File: src/rtl/vx_pipe_share_arb_if.sv
// Requester and datapath handshake bundle for vx_pipe_share_arb.
// The arbiter takes the slave view; requesters plus the external datapath take the master view.
interface vx_pipe_share_arb_if #(
  parameter int NUM_REQS  = 4,
  parameter int REQ_DATAW = 32,
  parameter int RSP_DATAW = 32
);
  logic [NUM_REQS-1:0]           req_valid;
  logic [NUM_REQS*REQ_DATAW-1:0] req_data;
  logic [NUM_REQS-1:0]           req_ready;
  logic                          pipe_enable;
  logic [REQ_DATAW-1:0]          pipe_in_data;
  logic [RSP_DATAW-1:0]          pipe_out_data;
  logic [NUM_REQS-1:0]           rsp_valid;
  logic [RSP_DATAW-1:0]          rsp_data;
  logic [NUM_REQS-1:0]           rsp_ready;

  modport slave (
    input  req_valid, req_data, pipe_out_data, rsp_ready,
    output req_ready, pipe_enable, pipe_in_data, rsp_valid, rsp_data
  );

  modport master (
    output req_valid, req_data, pipe_out_data, rsp_ready,
    input  req_ready, pipe_enable, pipe_in_data, rsp_valid, rsp_data
  );
endinterface

File: src/rtl/vx_pipe_share_arb.sv
// Round-robin sharing of one fixed-latency, enable-gated datapath among NUM_REQS requesters.
// A tag/valid shadow pipeline follows each request so its result is steered back to its owner.
module vx_pipe_share_arb #(
  parameter int NUM_REQS  = 4,
  parameter int LATENCY   = 3,
  parameter int REQ_DATAW = 32,
  parameter int RSP_DATAW = 32,
  localparam int TAGW = (NUM_REQS > 1) ? $clog2(NUM_REQS) : 1,
  localparam int CNTW = $clog2(LATENCY + 1)
) (
  input  logic                   clk,
  input  logic                   reset,
  vx_pipe_share_arb_if.slave     bus,
  output logic [CNTW-1:0]        pending
);

  logic [LATENCY-1:0]           vld_q, vld_d;
  logic [LATENCY-1:0][TAGW-1:0] tag_q, tag_d;
  logic [TAGW-1:0]              rr_ptr_q, rr_ptr_d;
  logic [CNTW-1:0]              pending_q, pending_d;

  logic            tail_vld_s;
  logic [TAGW-1:0] tail_tag_s;
  logic            enable_s;
  logic            any_req_s;
  logic            found_s;
  logic [TAGW-1:0] grant_s;
  logic            accept_s;

  // Tail status: an undeliverable tail result freezes every stage
  always_comb begin
    tail_vld_s = vld_q[LATENCY-1];
    tail_tag_s = tag_q[LATENCY-1];
    enable_s   = ~(tail_vld_s & ~bus.rsp_ready[tail_tag_s]);
  end

  // Round-robin scan starting at rr_ptr; nothing is offered while reset is held
  always_comb begin
    grant_s   = rr_ptr_q;
    found_s   = 1'b0;
    any_req_s = (|bus.req_valid) & reset;
    for (int k = 0; k < NUM_REQS; k++) begin
      if (!found_s && bus.req_valid[(int'(rr_ptr_q) + k) % NUM_REQS]) begin
        grant_s = TAGW'((int'(rr_ptr_q) + k) % NUM_REQS);
        found_s = 1'b1;
      end else begin
        found_s = found_s;
      end
    end
    accept_s = enable_s & any_req_s;
  end

  // Acceptance strobe and payload steering into datapath stage 0
  always_comb begin
    bus.req_ready = '0;
    if (accept_s) begin
      bus.req_ready[grant_s] = 1'b1;
    end else begin
      bus.req_ready = '0;
    end
    if (any_req_s) begin
      bus.pipe_in_data = bus.req_data[grant_s*REQ_DATAW +: REQ_DATAW];
    end else begin
      bus.pipe_in_data = '0;
    end
    bus.pipe_enable = enable_s;
  end

  // Result steering from the tail to its owner; payload passes straight through
  always_comb begin
    bus.rsp_valid = '0;
    for (int i = 0; i < NUM_REQS; i++) begin
      bus.rsp_valid[i] = tail_vld_s & (tail_tag_s == TAGW'(i));
    end
    bus.rsp_data = bus.pipe_out_data;
  end

  // Shadow pipeline advance; bubbles shift like data and everything holds on stall
  always_comb begin
    vld_d     = vld_q;
    tag_d     = tag_q;
    rr_ptr_d  = rr_ptr_q;
    pending_d = pending_q;
    if (enable_s) begin
      vld_d[0] = any_req_s;
      tag_d[0] = grant_s;
      for (int k = 1; k < LATENCY; k++) begin
        vld_d[k] = vld_q[k-1];
        tag_d[k] = tag_q[k-1];
      end
      if (any_req_s) begin
        rr_ptr_d = (grant_s == TAGW'(NUM_REQS - 1)) ? '0 : grant_s + TAGW'(1);
      end else begin
        rr_ptr_d = rr_ptr_q;
      end
      // while enabled a valid tail is always delivered this cycle
      pending_d = pending_q + CNTW'(accept_s) - CNTW'(tail_vld_s);
    end else begin
      pending_d = pending_q;
    end
  end

  // State registers; reset discards all in-flight work
  always_ff @(posedge clk or negedge reset) begin
    if (!reset) begin
      vld_q     <= '0;
      tag_q     <= '0;
      rr_ptr_q  <= '0;
      pending_q <= '0;
    end else begin
      vld_q     <= vld_d;
      tag_q     <= tag_d;
      rr_ptr_q  <= rr_ptr_d;
      pending_q <= pending_d;
    end
  end

  assign pending = pending_q;

endmodule

File: src/flat_wrapper.sv
// flat-port wrapper written by rule: the top's interface ports become plain ports
module vx_pipe_share_arb_flat 
#(
  parameter int NUM_REQS  = 4,
  parameter int LATENCY   = 3,
  parameter int REQ_DATAW = 32,
  parameter int RSP_DATAW = 32,
  localparam int TAGW = (NUM_REQS > 1) ? $clog2(NUM_REQS) : 1,
  localparam int CNTW = $clog2(LATENCY + 1)
)
  (clk, reset, pending, bus_req_valid, bus_req_data, bus_pipe_out_data, bus_rsp_ready, bus_req_ready, bus_pipe_enable, bus_pipe_in_data, bus_rsp_valid, bus_rsp_data);
  vx_pipe_share_arb_if #(.NUM_REQS(NUM_REQS), .REQ_DATAW(REQ_DATAW), .RSP_DATAW(RSP_DATAW)) bus_i ();
  input  logic clk;
  input  logic reset;
  output logic [CNTW-1:0] pending;
  input wire logic [$bits(bus_i.req_valid)-1:0] bus_req_valid;
  input wire logic [$bits(bus_i.req_data)-1:0] bus_req_data;
  input wire logic [$bits(bus_i.pipe_out_data)-1:0] bus_pipe_out_data;
  input wire logic [$bits(bus_i.rsp_ready)-1:0] bus_rsp_ready;
  output wire logic [$bits(bus_i.req_ready)-1:0] bus_req_ready;
  output wire logic [$bits(bus_i.pipe_enable)-1:0] bus_pipe_enable;
  output wire logic [$bits(bus_i.pipe_in_data)-1:0] bus_pipe_in_data;
  output wire logic [$bits(bus_i.rsp_valid)-1:0] bus_rsp_valid;
  output wire logic [$bits(bus_i.rsp_data)-1:0] bus_rsp_data;
  assign bus_i.req_valid = bus_req_valid;
  assign bus_i.req_data = bus_req_data;
  assign bus_i.pipe_out_data = bus_pipe_out_data;
  assign bus_i.rsp_ready = bus_rsp_ready;
  assign bus_req_ready = bus_i.req_ready;
  assign bus_pipe_enable = bus_i.pipe_enable;
  assign bus_pipe_in_data = bus_i.pipe_in_data;
  assign bus_rsp_valid = bus_i.rsp_valid;
  assign bus_rsp_data = bus_i.rsp_data;
  vx_pipe_share_arb #(.NUM_REQS(NUM_REQS), .LATENCY(LATENCY), .REQ_DATAW(REQ_DATAW), .RSP_DATAW(RSP_DATAW)) u_core (.clk(clk), .reset(reset), .bus(bus_i), .pending(pending));
endmodule
File: config.mk
export PLATFORM = sky130hd
export DESIGN_NAME = vx_pipe_share_arb_flat
export DESIGN_NICKNAME = d
export VERILOG_FILES = /design/src/rtl/vx_pipe_share_arb_if.sv /design/src/rtl/vx_pipe_share_arb.sv /design/src/flat_wrapper.sv
export SDC_FILE = /design/constraint.sdc
export NUM_CORES = 1
export LEC_CHECK = 0
export BUFFER_PORTS_ARGS = -buffer_cell sky130_fd_sc_hd__buf_2
export CAP_MARGIN = 25
export CORE_AREA = 4 4 93 95
export DETAILED_ROUTE_END_ITERATION = 16
export DIE_AREA = 0 0 97 99
export PLACE_DENSITY = 0.75
export SLEW_MARGIN = 20
export SYNTH_ARGS = -nofsm -noshare
export SYNTH_HDL_FRONTEND = slang
export SYNTH_SLANG_ARGS = --single-unit
File: constraint.sdc
create_clock -name clk -period 2.15 [get_ports clk]
set_input_delay 0 -clock clk [delete_from_list [all_inputs] [get_ports clk]]
set_output_delay 0 -clock clk [all_outputs]
set_load 0.02 [all_outputs]
==> metrics.log, run 1 <==
[metrics] TritonCTS clock tree: done
[metrics] max-cap violations: 0
[metrics] die height: 99 µm
[metrics] clock buffers created by TritonCTS: 3
[metrics] number of DRC violations after detailed-routing iteration 0: 38
[metrics] Skew-Pair Late Insertion Delay: 0.24 ns
[metrics] sequential cell area: 327 µm²
[metrics] R2R setup slack: 0.21 ns
[metrics] Critical-path top delay cell: sky130_fd_sc_hd__dfrtp_2
[metrics] pins over their slew limit: 0
[metrics] number of nets in the layout: 539
[metrics] r2r startpoint: u_core.tail_tag_s[0]
[metrics] Worst Max-Slew Pin Slew: 0.361 ns
[metrics] combinational power share: 78.1%
[metrics] fin util: 36.9%
[metrics] proportion of synthesized chip area in sequential cells: 16.5%
[metrics] hold worst-path end: bus_rsp_data[29]
[metrics] Setup crit end kind: output port
[metrics] most numerous cell on the critical path: sky130_fd_sc_hd__o22ai_1
[metrics] drt via density: 4.74
[metrics] detailed-route wire length: 8.00 mm
[metrics] number of antenna violations at the first check in global routing: 0
[metrics] most used cells in the layout excluding fill and tap cells: 178 x sky130_fd_sc_hd__buf_2, 64 x sky130_fd_sc_hd__mux2i_1, 33 x sky130_fd_sc_hd__o22ai_1
[metrics] critical-path cell list: o22ai_1, a221oi_2, and2_4, inv_8, bufbuf_16, mux2i_1, o22ai_1, buf_2
[metrics] power per unit of standard cell area: 1130 mW/mm²
[metrics] HP Start: bus_pipe_out_data[29]
[metrics] Worst R2R End: u_core.pending[1]
[metrics] Std-Cell Core Area: 0.00773 mm²
[metrics] Synth Area per Inst: 9.21 µm²
[metrics] row cnt: 32
[metrics] share of total power consumed by net switching: 47.5%
[metrics] global-route total usage across every layer: 15.3%
[metrics] Root Driver: sky130_fd_sc_hd__clkbuf_8
[metrics] final estimated routing congestion in global placement: 0.906
[metrics] number of port buffers: 180
[metrics] vias in the first global route: 2,442
[metrics] main flop type after synthesis: sky130_fd_sc_hd__dfrtp_1
[metrics] netlist area before placement: 0.00197 mm²
[metrics] Final Hold Viols: 0
[metrics] area of combinational cells with multiple inputs: 0.00128 mm²
[metrics] crit path kind: reg2out
[metrics] vias post-DR: 2,206
[metrics] maximum buffer depth of the clock tree: 2
[metrics] gr ovfl total: 0
[metrics] critical path's largest stage delay: 0.42 ns
[metrics] leakage: 1.71 nW
[metrics] worst path required time: 2.15 ns
[metrics] most common library cell in the layout ignoring fill and taps: sky130_fd_sc_hd__buf_2
[metrics] library cells used by synthesis: 32
[metrics] post-route fraction of the period consumed by the critical path: 96.1%
[metrics] Worst setup SP type: flop
[metrics] shortest clock period the worst path allows after layout: 2.07 ns
[metrics] worst reg2reg path depth: 7
[metrics] total setup violations reported at the end of the flow: 0
[metrics] switching power of the nets: 0.00154 W
[metrics] DRC violations left: 0
[metrics] cell family with most CP delay: buffers and inverters
[metrics] DRT antenna net count: 0
[metrics] wire length of the first global-routing pass: 12.2 mm
[metrics] Hold WC Path Type: in2out
[metrics] max frequency: 484 MHz
[metrics] RSZ-0062 raised after global routing: no
[metrics] count of cells along the worst hold path: 0
[metrics] share of flip-flops with an asynchronous set or reset: 100%
[metrics] outcome: finished clean
[metrics] detailed placer's ending HPWL: 6.71 mm
[metrics] clock-pin slew on the worst setup and hold paths: 0.06 ns
[metrics] worst IR drop on VDD: 0.395 mV
[metrics] Filler Cell Count: 806
[metrics] effective utilization at floorplan: 25.5%
[metrics] number of clock sinks: 13
[metrics] maximum number of pins on one net before global-route repair: 33
[metrics] skew final: 0.00636 ns
[metrics] layout-stage area growth over the synthesis result: 44.6%
[metrics] number of enable-type register cells in the synthesized netlist: 0
[metrics] buffers and inverters on the worst path: 3
[metrics] final-layout setup total negative slack: 0 ns
[metrics] Synthesized Nets: 390
[metrics] internal cell power: 0.00170 W
[metrics] sequential share of power: 15.2%
[metrics] share of post-route cells with drive strength above 1: 58.0%
[metrics] Top-Level Pins: 245
[metrics] area of the die: 0.00960 mm²
[metrics] Synth Register Bits: 13
[metrics] H-tree depth: 1
[metrics] horizontal die dimension: 97 µm
[metrics] biggest fanout along the worst timing path: 14
[metrics] Yosys Warn Count: 0
[metrics] Slew headroom: 76.0%
[metrics] Clock Power Share: 6.7%
[metrics] critical path startpoint: u_core.rr_ptr_q[1]
[metrics] wire per inst: 17.2 µm
[metrics] data arrival time of the worst path: 2.07 ns
[metrics] count of mapped cells out of synthesis: 214
[metrics] length of the first detailed-routing pass in iterations: 4
==> flip-flops by register name, indices dropped and copies added, names as in the netlist <==
register,cells
u_core.pending,2
u_core.vld_q,3
u_core.rr_ptr_q,2
u_core.tail_tag_s,2
u_core.tag_q,4
==> final cells by class <==
| cell class | instances | area share [%] |
|---|---|---|
| multi-input cells | 149 | 45.0 |
| repair buffers | 191 | 36.5 |
| flip-flops and latches | 13 | 11.5 |
| well taps | 102 | 4.48 |
| clock buffers | 4 | 1.58 |
| inverters | 5 | 0.921 |
| diodes | 1 | 0.0878 |
==> worst reg2reg max path, cell delays in order, from the launching register on <==
cell and delay [ns]:
sky130_fd_sc_hd__dfrtp_1 0.43, sky130_fd_sc_hd__mux4_2 0.54, sky130_fd_sc_hd__nand2b_4 0.16, sky130_fd_sc_hd__and2_4 0.17, sky130_fd_sc_hd__ha_1 0.20, sky130_fd_sc_hd__xor2_1 0.13
sky130_fd_sc_hd__nand2_1 0.08, sky130_fd_sc_hd__xnor2_1 0.13
==> how the worst max path moves through the flow <==
| stage | to | slack (ns) | depth (start not counted) |
|---|---|---|---|
| 2_1_floorplan | u_core.pending[1] | 0.19 | 8 |
| 3_3_place_gp | u_core.pending[1] | 0.25 | 7 |
| 3_5_place_dp | bus_pipe_in_data[10] | 0.18 | 8 |
| 4_1_cts | bus_pipe_in_data[17] | 0.009 | 8 |
| 5_1_grt | bus_pipe_in_data[22] | 0.003 | 8 |
| 6_report | bus_pipe_in_data[15] | 0.08 | 8 |
==> synth_stat cells, drive strengths merged (2+ instances only) <==
cell type,n,area [µm²]
mux2i,64,641
buf,44,338
o22ai,33,206
dfrtp,13,325
mux2,8,93.8
ha,6,75.1
and3,5,31.3
inv,5,18.8
nand2,5,18.8
a21oi,4,20.0
clkbuf,3,11.3
nand2b,3,26.3
nor2b,3,18.8
o21ai,3,15.0
and2,2,16.3
nor2,2,7.51
nor3,2,10.0
==> through the flow <==
stage          cells  hold WS [ns]  power (W)  area [µm²]  worst slack (ns)
3_3_place_gp     456       -0.0955    0.00281        2720             0.250
4_1_cts          462      0.000137    0.00321        2820           0.00863
3_5_place_dp     456       -0.0913    0.00287        2720             0.177
5_1_grt          464     0.0000280    0.00347        2850           0.00322
2_1_floorplan    214        -0.296    0.00234        1970             0.189
6_report         465    0.00000667    0.00323        2850            0.0844
==> power groups by stage <==
stage          combinational [W]  sequential [W]  clock (W)
5_1_grt                  0.00272        0.000511   0.000235
4_1_cts                  0.00250        0.000493   0.000223
3_5_place_dp             0.00238        0.000492          0
6_report                 0.00252        0.000492   0.000217
2_1_floorplan            0.00186        0.000486          0
3_3_place_gp             0.00233        0.000477          0
==> cell families (layout without fill, tap and decap cells) <==
| family | after synthesis | count (layout) | share of synthesized area (%) |
|---|---|---|---|
| AOI/OAI and AO/OA | 43 | 43 | 14.0 |
| xor gates and xnor gates | 2 | 2 | 0.888 |
| adders and majority gates | 6 | 6 | 3.81 |
| buffers and inverters | 52 | 200 | 18.7 |
| DFF | 13 | 13 | 16.5 |
| muxes | 73 | 73 | 38.4 |
| other | 0 | 1 | 0 |
| and+or+nand+nor | 25 | 25 | 7.81 |
==> what timing repair did <==
| item | 4_1_cts | 5_1_grt |
|---|---|---|
| hold endpoints to repair | 13 | 0 |
| endpoints found under the setup margin | 33 | 32 |
| hold buffers | 1 | 0 |
| buffers inserted | 0 | 2 |
| gates resized for setup | 5 | 5 |
| gates cloned | 1 | 0 |
| pin swaps | 0 | 2 |
==> layer usage <==
layer | track usage (%) | share of wire, %
met5 | 0 | 0
met1 | 16.2 | 36
met2 | 29.0 | 52
met4 | 3.46 | 1.7
met3 | 5.45 | 10
Power figures use the tool's default switching activity.
==> run 2: changes to the inputs <==
--- a/config.mk
+++ b/config.mk
@@ -7,10 +7,13 @@
 export LEC_CHECK = 0
 export BUFFER_PORTS_ARGS = -buffer_cell sky130_fd_sc_hd__buf_2
 export CAP_MARGIN = 25
-export CORE_AREA = 4 4 93 95
+export CELL_PAD_IN_SITES_DETAIL_PLACEMENT = 1
+export CELL_PAD_IN_SITES_GLOBAL_PLACEMENT = 2
+export CORE_ASPECT_RATIO = 0.8
+export CORE_MARGIN = 4
+export CORE_UTILIZATION = 15
 export DETAILED_ROUTE_END_ITERATION = 16
-export DIE_AREA = 0 0 97 99
-export PLACE_DENSITY = 0.75
+export PLACE_DENSITY = 0.91
 export SLEW_MARGIN = 20
 export SYNTH_ARGS = -nofsm -noshare
 export SYNTH_HDL_FRONTEND = slang
==> constraint.sdc (replaced) <==
create_clock -name clk -period 2.15 [get_ports clk]
set_input_delay 0.215 -clock clk [delete_from_list [all_inputs] [get_ports clk]]
set_output_delay 0.215 -clock clk [all_outputs]
set_load 0.02 [all_outputs]
==> run 2 against run 1 <==
The run now ends with setup timing left; sequential share of layout area down 1.5 points; maximum frequency shrank 7.5%; non-clock buffer count increased by 10; die area grew 57%; critical path depth rose by 1; flip-flop and latch count stayed put; hold slack better by 0.43 ns; cell count up 18%; sequential power grew 3%; register-to-register slack better by 0.05 ns; largest power group unchanged.
==> metrics.log, run 2 (synthesized netlist as in run 1, its figures left out) <==
[metrics] post-route fraction of the period consumed by the critical path: 104% (was 96.1%)
[metrics] effective utilization at floorplan: 15.3% (was 25.5%)
[metrics] Slew headroom: 71.5% (was 76.0%)
[metrics] clock buffers created by TritonCTS: 3 (unchanged)
[metrics] final-layout setup total negative slack: -0.873 ns (was 0 ns)
[metrics] wire length of the first global-routing pass: 13.0 mm (was 12.2 mm)
[metrics] number of clock sinks: 13 (unchanged)
[metrics] biggest fanout along the worst timing path: 6 (was 14)
[metrics] most common library cell in the layout ignoring fill and taps: sky130_fd_sc_hd__buf_2 (unchanged)
[metrics] failing checks: setup timing
[metrics] Hold WC Path Type: in2out (unchanged)
[metrics] most used cells in the layout excluding fill and tap cells: 148 x sky130_fd_sc_hd__buf_2, 57 x sky130_fd_sc_hd__mux2i_1, 41 x sky130_fd_sc_hd__buf_4 (was 178 x sky130_fd_sc_hd__buf_2, 64 x sky130_fd_sc_hd__mux2i_1, 33 x sky130_fd_sc_hd__o22ai_1)
[metrics] Root Driver: sky130_fd_sc_hd__clkbuf_16 (was sky130_fd_sc_hd__clkbuf_8)
[metrics] Std-Cell Core Area: 0.0129 mm² (was 0.00773 mm²)
[metrics] clock-pin slew on the worst setup and hold paths: 0.04 ns (was 0.06 ns)
[metrics] Skew-Pair Late Insertion Delay: 0.24 ns (about the same)
[metrics] antenna diode instance count: 0 (was 1)
[metrics] horizontal die dimension: 136 µm (was 97 µm)
[metrics] overall power of the completed layout: 0.00395 W (was 0.00323 W)
[metrics] number of flip-flops under the largest register name: 4 (unchanged)
[metrics] critical-path cell list: o22ai_2, a221oi_2, and2_4, clkinv_8, buf_4, buf_8, mux2i_1, o22ai_1, buf_4 (was o22ai_1, a221oi_2, and2_4, inv_8, bufbuf_16, mux2i_1, o22ai_1, buf_2)
[metrics] cell family with most CP delay: buffers and inverters (unchanged)
[metrics] share of post-route cells with drive strength above 1: 63.2% (was 58.0%)
[metrics] largest registers ranked by flip-flop count: u_core.tag_q (4), u_core.vld_q (3) (unchanged)
[metrics] Setup crit end kind: output port (unchanged)
[metrics] wire per inst: 16.6 µm (was 17.2 µm)
[metrics] Top-Level Pins: 245 (unchanged)
[metrics] skew final: 0.00376 ns (was 0.00636 ns)
[metrics] Filler Cell Count: 1,571 (was 806)
[metrics] H-tree depth: 1 (unchanged)
[metrics] worst IR drop on VDD: 0.336 mV (was 0.395 mV)
[metrics] worst reg2reg path depth: 7 (unchanged)
[metrics] detailed placer's ending HPWL: 6.56 mm (was 6.71 mm)
[metrics] vias post-DR: 2,288 (was 2,206)
[metrics] gr ovfl total: 0 (unchanged)
[metrics] data arrival time of the worst path: 2.02 ns (was 2.07 ns)
[metrics] Critical-path top delay cell: sky130_fd_sc_hd__dfrtp_2 (unchanged)
[metrics] worst path required time: 1.93 ns (was 2.15 ns)
[metrics] Worst setup SP type: flop (unchanged)
[metrics] Top reg by flops: u_core.tag_q (unchanged)
[metrics] pins over their slew limit: 0 (unchanged)
[metrics] fin util: 25.6% (was 36.9%)
[metrics] die height: 111 µm (was 99 µm)
[metrics] crit path kind: reg2out (unchanged)
[metrics] maximum number of pins on one net before global-route repair: 24 (was 33)
[metrics] area of the die: 0.0151 mm² (was 0.00960 mm²)
[metrics] sequential cell area: 328 µm² (was 327 µm²)
[metrics] outcome: finished with violations (was finished clean)
[metrics] DRT antenna net count: 0 (unchanged)
[metrics] global-route total usage across every layer: 10.5% (was 15.3%)
[metrics] length of the first detailed-routing pass in iterations: 3 (was 4)
[metrics] power per unit of standard cell area: 1200 mW/mm² (was 1130 mW/mm²)
[metrics] number of port buffers: 180 (unchanged)
[metrics] shortest clock period the worst path allows after layout: 2.23 ns (was 2.07 ns)
[metrics] max frequency: 448 MHz (was 484 MHz)
[metrics] RSZ-0062 raised after global routing: yes (was no)
[metrics] total setup violations reported at the end of the flow: 27 (was 0)
[metrics] drt via density: 4.18 (was 4.74)
[metrics] worst path setup slack after routing: -0.0836 ns (was 0.0844 ns)
[metrics] maximum buffer depth of the clock tree: 2 (unchanged)
[metrics] vias in the first global route: 2,607 (was 2,442)
[metrics] TritonCTS clock tree: done (unchanged)
[metrics] number of DRC violations after detailed-routing iteration 0: 37 (was 38)
[metrics] Levels on crit path: 9 (was 8)
[metrics] Final Hold Viols: 0 (unchanged)
[metrics] row cnt: 37 (was 32)
[metrics] final estimated routing congestion in global placement: 0.746 (was 0.906)
[metrics] most numerous cell on the critical path: sky130_fd_sc_hd__buf_4 (was sky130_fd_sc_hd__o22ai_1)
[metrics] critical path's largest stage delay: 0.41 ns (was 0.42 ns)
[metrics] number of antenna violations at the first check in global routing: 0 (unchanged)
[metrics] Worst Max-Slew Pin Slew: 0.428 ns (was 0.361 ns)
[metrics] number of nets in the layout: 549 (was 539)
[metrics] DRC violations left: 0 (unchanged)
[metrics] layout-stage area growth over the synthesis result: 67.4% (was 44.6%)
[metrics] count of cells along the worst hold path: 0 (unchanged)
[metrics] leakage: 1.82 nW (was 1.71 nW)
[metrics] max-cap violations: 0 (unchanged)
[metrics] area of combinational cells with multiple inputs: 0.00135 mm² (was 0.00128 mm²)
[metrics] detailed-route wire length: 9.06 mm (was 8.00 mm)
[metrics] buffers and inverters on the worst path: 4 (was 3)
## run 2: path summary, 6_finish.rpt
| kind | start | to | slack, ns |
|---|---|---|---|
| max | u_core.rr_ptr_q[1] | bus_pipe_in_data[28] | -0.08 |
| min reg2reg | u_core.vld_q[1] | u_core.vld_q[2] | 0.47 |
| min | bus_pipe_out_data[29] | bus_rsp_data[29] | 0.43 |
| max reg2reg | u_core.tail_tag_s[0] | u_core.pending[1] | 0.26 |
| min in group asynchronous | reset | u_core.vld_q[1] | 0.47 |
| max in group asynchronous | reset | u_core.rr_ptr_q[0] | 1.49 |
## run 2: what timing repair did
item / 4_1_cts / 5_1_grt
resized for setup: 39 / 29
endpoints found under the hold margin: 13 / 0
setup buffers: 4 / 2
hold buffers: 1 / 0
endpoints found under the setup margin: 35 / 34
cloned: 2 / 3
pin swaps: 1 / 2
## run 2: report_power, final
group          internal, W  leakage, nW  switching [W]  total [W]
Sequential        0.000381        0.151       0.000124   0.000505
Clock             0.000248       0.0409       0.000106   0.000354
Combinational      0.00155         1.62        0.00154    0.00309
## run 2: area by class of cell
type	count	share of cell area, %
Clock inverter	1	0.152
Sequential cell	13	9.93
Multi-Input combinational cell	149	40.9
Inverter	5	0.948
Clock buffer	3	2.27
Tap cell	175	6.63
Timing Repair Buffer	201	39.1
## run 2: stage by stage
step,setup WS [ns],hold WS [ns],instances,area [µm²]
3_5_place_dp,-0.0482,0.195,531,2820
3_3_place_gp,0.0317,0.183,531,2820
2_1_floorplan,0.189,-0.0806,214,1970
5_1_grt,-0.177,0.430,547,3300
4_1_cts,-0.0826,0.430,542,3130
6_report,-0.0836,0.430,547,3300
## run 2: layer usage
metal | track usage, % | wire length [µm] | share of wire, %
met1 | 12.4 | 3830 | 42
met5 | 0 | 0 | 0
met4 | 1.88 | 55 | 0.61
met3 | 2.19 | 663 | 7.3
met2 | 19.6 | 4510 | 50
==> run 3: changes to the inputs <==
==> constraint.sdc (replaced) <==
create_clock -name clk -period 2.2 [get_ports clk]
set_input_delay 0.22 -clock clk [delete_from_list [all_inputs] [get_ports clk]]
set_output_delay 0.22 -clock clk [all_outputs]
set_load 0.02 [all_outputs]
==> run 3 against run 2 <==
The run still ends with setup timing left; first-iteration DRC count down 38%; non-clock buffer count down 5; core utilization down 0.31 points; combinational power down 5%; global-route usage down 0.29 points; largest cell class unchanged; highest routed layer unchanged.
==> metrics.log, run 3 (synthesized netlist as in run 1, its figures left out) <==
[metrics] outcome: finished with violations (unchanged)
[metrics] failing checks: setup timing (unchanged)
[metrics] worst path required time: 1.98 ns (was 1.93 ns)
[metrics] detailed-route wire length: 8.66 mm (was 9.06 mm)
[metrics] number of clock sinks: 13 (unchanged)
[metrics] number of antenna violations at the first check in global routing: 0 (unchanged)
[metrics] detailed placer's ending HPWL: 6.51 mm (was 6.56 mm)
[metrics] horizontal die dimension: 136 µm (unchanged)
[metrics] Skew-Pair Late Insertion Delay: 0.24 ns (about the same)
[metrics] max frequency: 450 MHz
[metrics] die height: 111 µm (unchanged)
[metrics] number of port buffers: 180 (unchanged)
[metrics] worst IR drop on VDD: 0.296 mV (was 0.336 mV)
[metrics] final estimated routing congestion in global placement: 0.770 (was 0.746)
[metrics] number of flip-flops under the largest register name: 4 (unchanged)
[metrics] Filler Cell Count: 1,555 (was 1,571)
[metrics] number of nets in the layout: 544 (was 549)
[metrics] biggest fanout along the worst timing path: 6 (unchanged)
[metrics] Hold WC Path Type: in2out (unchanged)
[metrics] overall power of the completed layout: 0.00379 W (was 0.00395 W)
[metrics] total setup violations reported at the end of the flow: 5 (was 27)
[metrics] worst hold slack across all endpoints: 0.440 ns (was 0.430 ns)
[metrics] leakage: 1.78 nW (was 1.82 nW)
[metrics] sequential share of power: 13.1% (was 12.8%)
[metrics] clock-pin slew on the worst setup and hold paths: 0.05 ns (was 0.04 ns)
[metrics] share of post-route cells with drive strength above 1: 62.1% (was 63.2%)
[metrics] area of the die: 0.0151 mm² (unchanged)
[metrics] RSZ-0062 raised after global routing: yes (unchanged)
[metrics] largest registers ranked by flip-flop count: u_core.tag_q (4), u_core.vld_q (3) (unchanged)
[metrics] Top-Level Pins: 245 (unchanged)
[metrics] Clock Power Share: 9.1% (was 9.0%)
[metrics] row cnt: 37 (unchanged)
[metrics] gr ovfl total: 0 (unchanged)
[metrics] max-cap violations: 0 (unchanged)
[metrics] antenna diode instance count: 0 (unchanged)
[metrics] DRT antenna net count: 0 (unchanged)
[metrics] crit path kind: reg2out (unchanged)
[metrics] Worst setup SP type: flop (unchanged)
[metrics] vias post-DR: 2,242 (was 2,288)
[metrics] shortest clock period the worst path allows after layout: 2.22 ns
[metrics] number of DRC violations after detailed-routing iteration 0: 23 (was 37)
[metrics] worst path setup slack after routing: -0.0237 ns (was -0.0836 ns)
[metrics] DRC violations left: 0 (unchanged)
[metrics] power per unit of standard cell area: 1160 mW/mm² (was 1200 mW/mm²)
[metrics] pins over their slew limit: 0 (unchanged)
[metrics] vias in the first global route: 2,512 (was 2,607)
[metrics] maximum number of pins on one net before global-route repair: 24 (unchanged)
[metrics] TritonCTS clock tree: done (unchanged)
[metrics] most used cells in the layout excluding fill and tap cells: 148 x sky130_fd_sc_hd__buf_2, 58 x sky130_fd_sc_hd__mux2i_1, 35 x sky130_fd_sc_hd__buf_4 (was 148 x sky130_fd_sc_hd__buf_2, 57 x sky130_fd_sc_hd__mux2i_1, 41 x sky130_fd_sc_hd__buf_4)
[metrics] placed inst area: 0.00282 mm² (unchanged)
[metrics] post-route fraction of the period consumed by the critical path: 101%
[metrics] Slew headroom: 77.9% (was 71.5%)
[metrics] Root Driver: sky130_fd_sc_hd__clkbuf_16 (unchanged)
[metrics] Top reg by flops: u_core.tag_q (unchanged)
[metrics] skew final: 0.000605 ns (was 0.00376 ns)
[metrics] H-tree depth: 1 (unchanged)
[metrics] maximum buffer depth of the clock tree: 2 (unchanged)
[metrics] Final Hold Viols: 0 (unchanged)
[metrics] effective utilization at floorplan: 15.3% (unchanged)
[metrics] combinational power share: 77.9% (was 78.3%)
[metrics] wire per inst: 16.0 µm (was 16.6 µm)
[metrics] Std-Cell Core Area: 0.0129 mm² (unchanged)
[metrics] global-route total usage across every layer: 10.2% (was 10.5%)
[metrics] drt via density: 4.14 (was 4.18)
[metrics] length of the first detailed-routing pass in iterations: 4 (was 3)
[metrics] layout-stage area growth over the synthesis result: 65.4% (was 67.4%)
[metrics] wire length of the first global-routing pass: 12.7 mm (was 13.0 mm)
[metrics] internal cell power: 0.00208 W (was 0.00218 W)
[metrics] most common library cell in the layout ignoring fill and taps: sky130_fd_sc_hd__buf_2 (unchanged)
[metrics] data arrival time of the worst path: 2.00 ns (was 2.02 ns)
[metrics] switching power of the nets: 0.00170 W (was 0.00177 W)
[metrics] final design instance area without fill: 0.00326 mm² (was 0.00330 mm²)
[metrics] share of total power consumed by net switching: 45.0% (was 44.9%)
[metrics] clock buffers created by TritonCTS: 3 (unchanged)
[metrics] Worst Max-Slew Pin Slew: 0.332 ns (was 0.428 ns)
[metrics] Setup crit end kind: output port (unchanged)
[run 3: path summary, 6_finish.rpt]
check / from / to / slack [ns] / depth (start not counted)
setup reg to reg: u_core.tail_tag_s[0] / u_core.pending[1] / 0.25 / 7
hold / removal: bus_pipe_out_data[15] / bus_rsp_data[15] / 0.44 / 0
min in group asynchronous: reset / u_core.pending[0] / 0.47 / 3
setup / recovery: u_core.rr_ptr_q[1] / bus_pipe_in_data[20] / -0.02 / 8
hold reg to reg: u_core.pending[1] / u_core.pending[1] / 0.47 / 1
max in group asynchronous: reset / u_core.tail_tag_s[0] / 1.55 / 3
[run 3: cell type report]
| class | count | area, µm² | share of cell area (%) |
|---|---|---|---|
| multi-input cells | 149 | 1370 | 41.9 |
| repair buffers | 196 | 1240 | 37.9 |
| clock inverters | 1 | 5.00 | 0.153 |
| clock buffers | 3 | 75.1 | 2.30 |
| inverters | 5 | 31.3 | 0.959 |
| well taps | 175 | 219 | 6.72 |
| flip-flops and latches | 13 | 328 | 10.1 |
[run 3: power by group through the flow]
stage	Combinational (W)	Clock [W]	Sequential, W
3_3_place_gp	0.00231	0	0.000473
5_1_grt	0.00318	0.000367	0.000512
2_1_floorplan	0.00181	0	0.000475
3_5_place_dp	0.00240	0	0.000489
6_report	0.00295	0.000344	0.000495
4_1_cts	0.00282	0.000352	0.000491
[run 3: metrics by stage]
step	setup TNS, ns	setup WS [ns]	util (%)	instances
2_1_floorplan	0	0.239	-	214
3_3_place_gp	0	0.0640	21.9	531
3_5_place_dp	0	0.0232	21.9	531
4_1_cts	-0.379	-0.0694	24.3	541
5_1_grt	-4.17	-0.183	25.3	542
6_report	-0.0643	-0.0237	25.3	542
[run 3: repair_timing]
| action | 4_1_cts | 5_1_grt |
|---|---|---|
| gates cloned | 3 | 1 |
| setup buffers | 2 | 0 |
| hold endpoints to repair | 13 | 0 |
| gates resized for setup | 41 | 24 |
| endpoints found under the setup margin | 34 | 36 |
| hold buffers | 1 | 0 |
| pin swaps | 7 | 4 |
[run 3: worst max-delay path, stage by stage, from the launching register on]
cell and delay (ns):
sky130_fd_sc_hd__dfrtp_2 0.41, sky130_fd_sc_hd__nand2_1 0.08, sky130_fd_sc_hd__a221oi_2 0.24, sky130_fd_sc_hd__and2_4 0.23, sky130_fd_sc_hd__clkinv_8 0.11, sky130_fd_sc_hd__buf_16 0.17, sky130_fd_sc_hd__mux2i_4 0.20, sky130_fd_sc_hd__o22ai_2 0.17
sky130_fd_sc_hd__buf_6 0.14
[run 3: per-layer routing]
metal / vias to the layer above / part of all wire [%] / track usage, %
met5: - / 0 / 0
met4: 0 / 0.92 / 1.81
met3: 12 / 8.8 / 2.55
met2: 118 / 51 / 18.4
met1: 1039 / 39 / 12.4
li1: 1073 / - / -
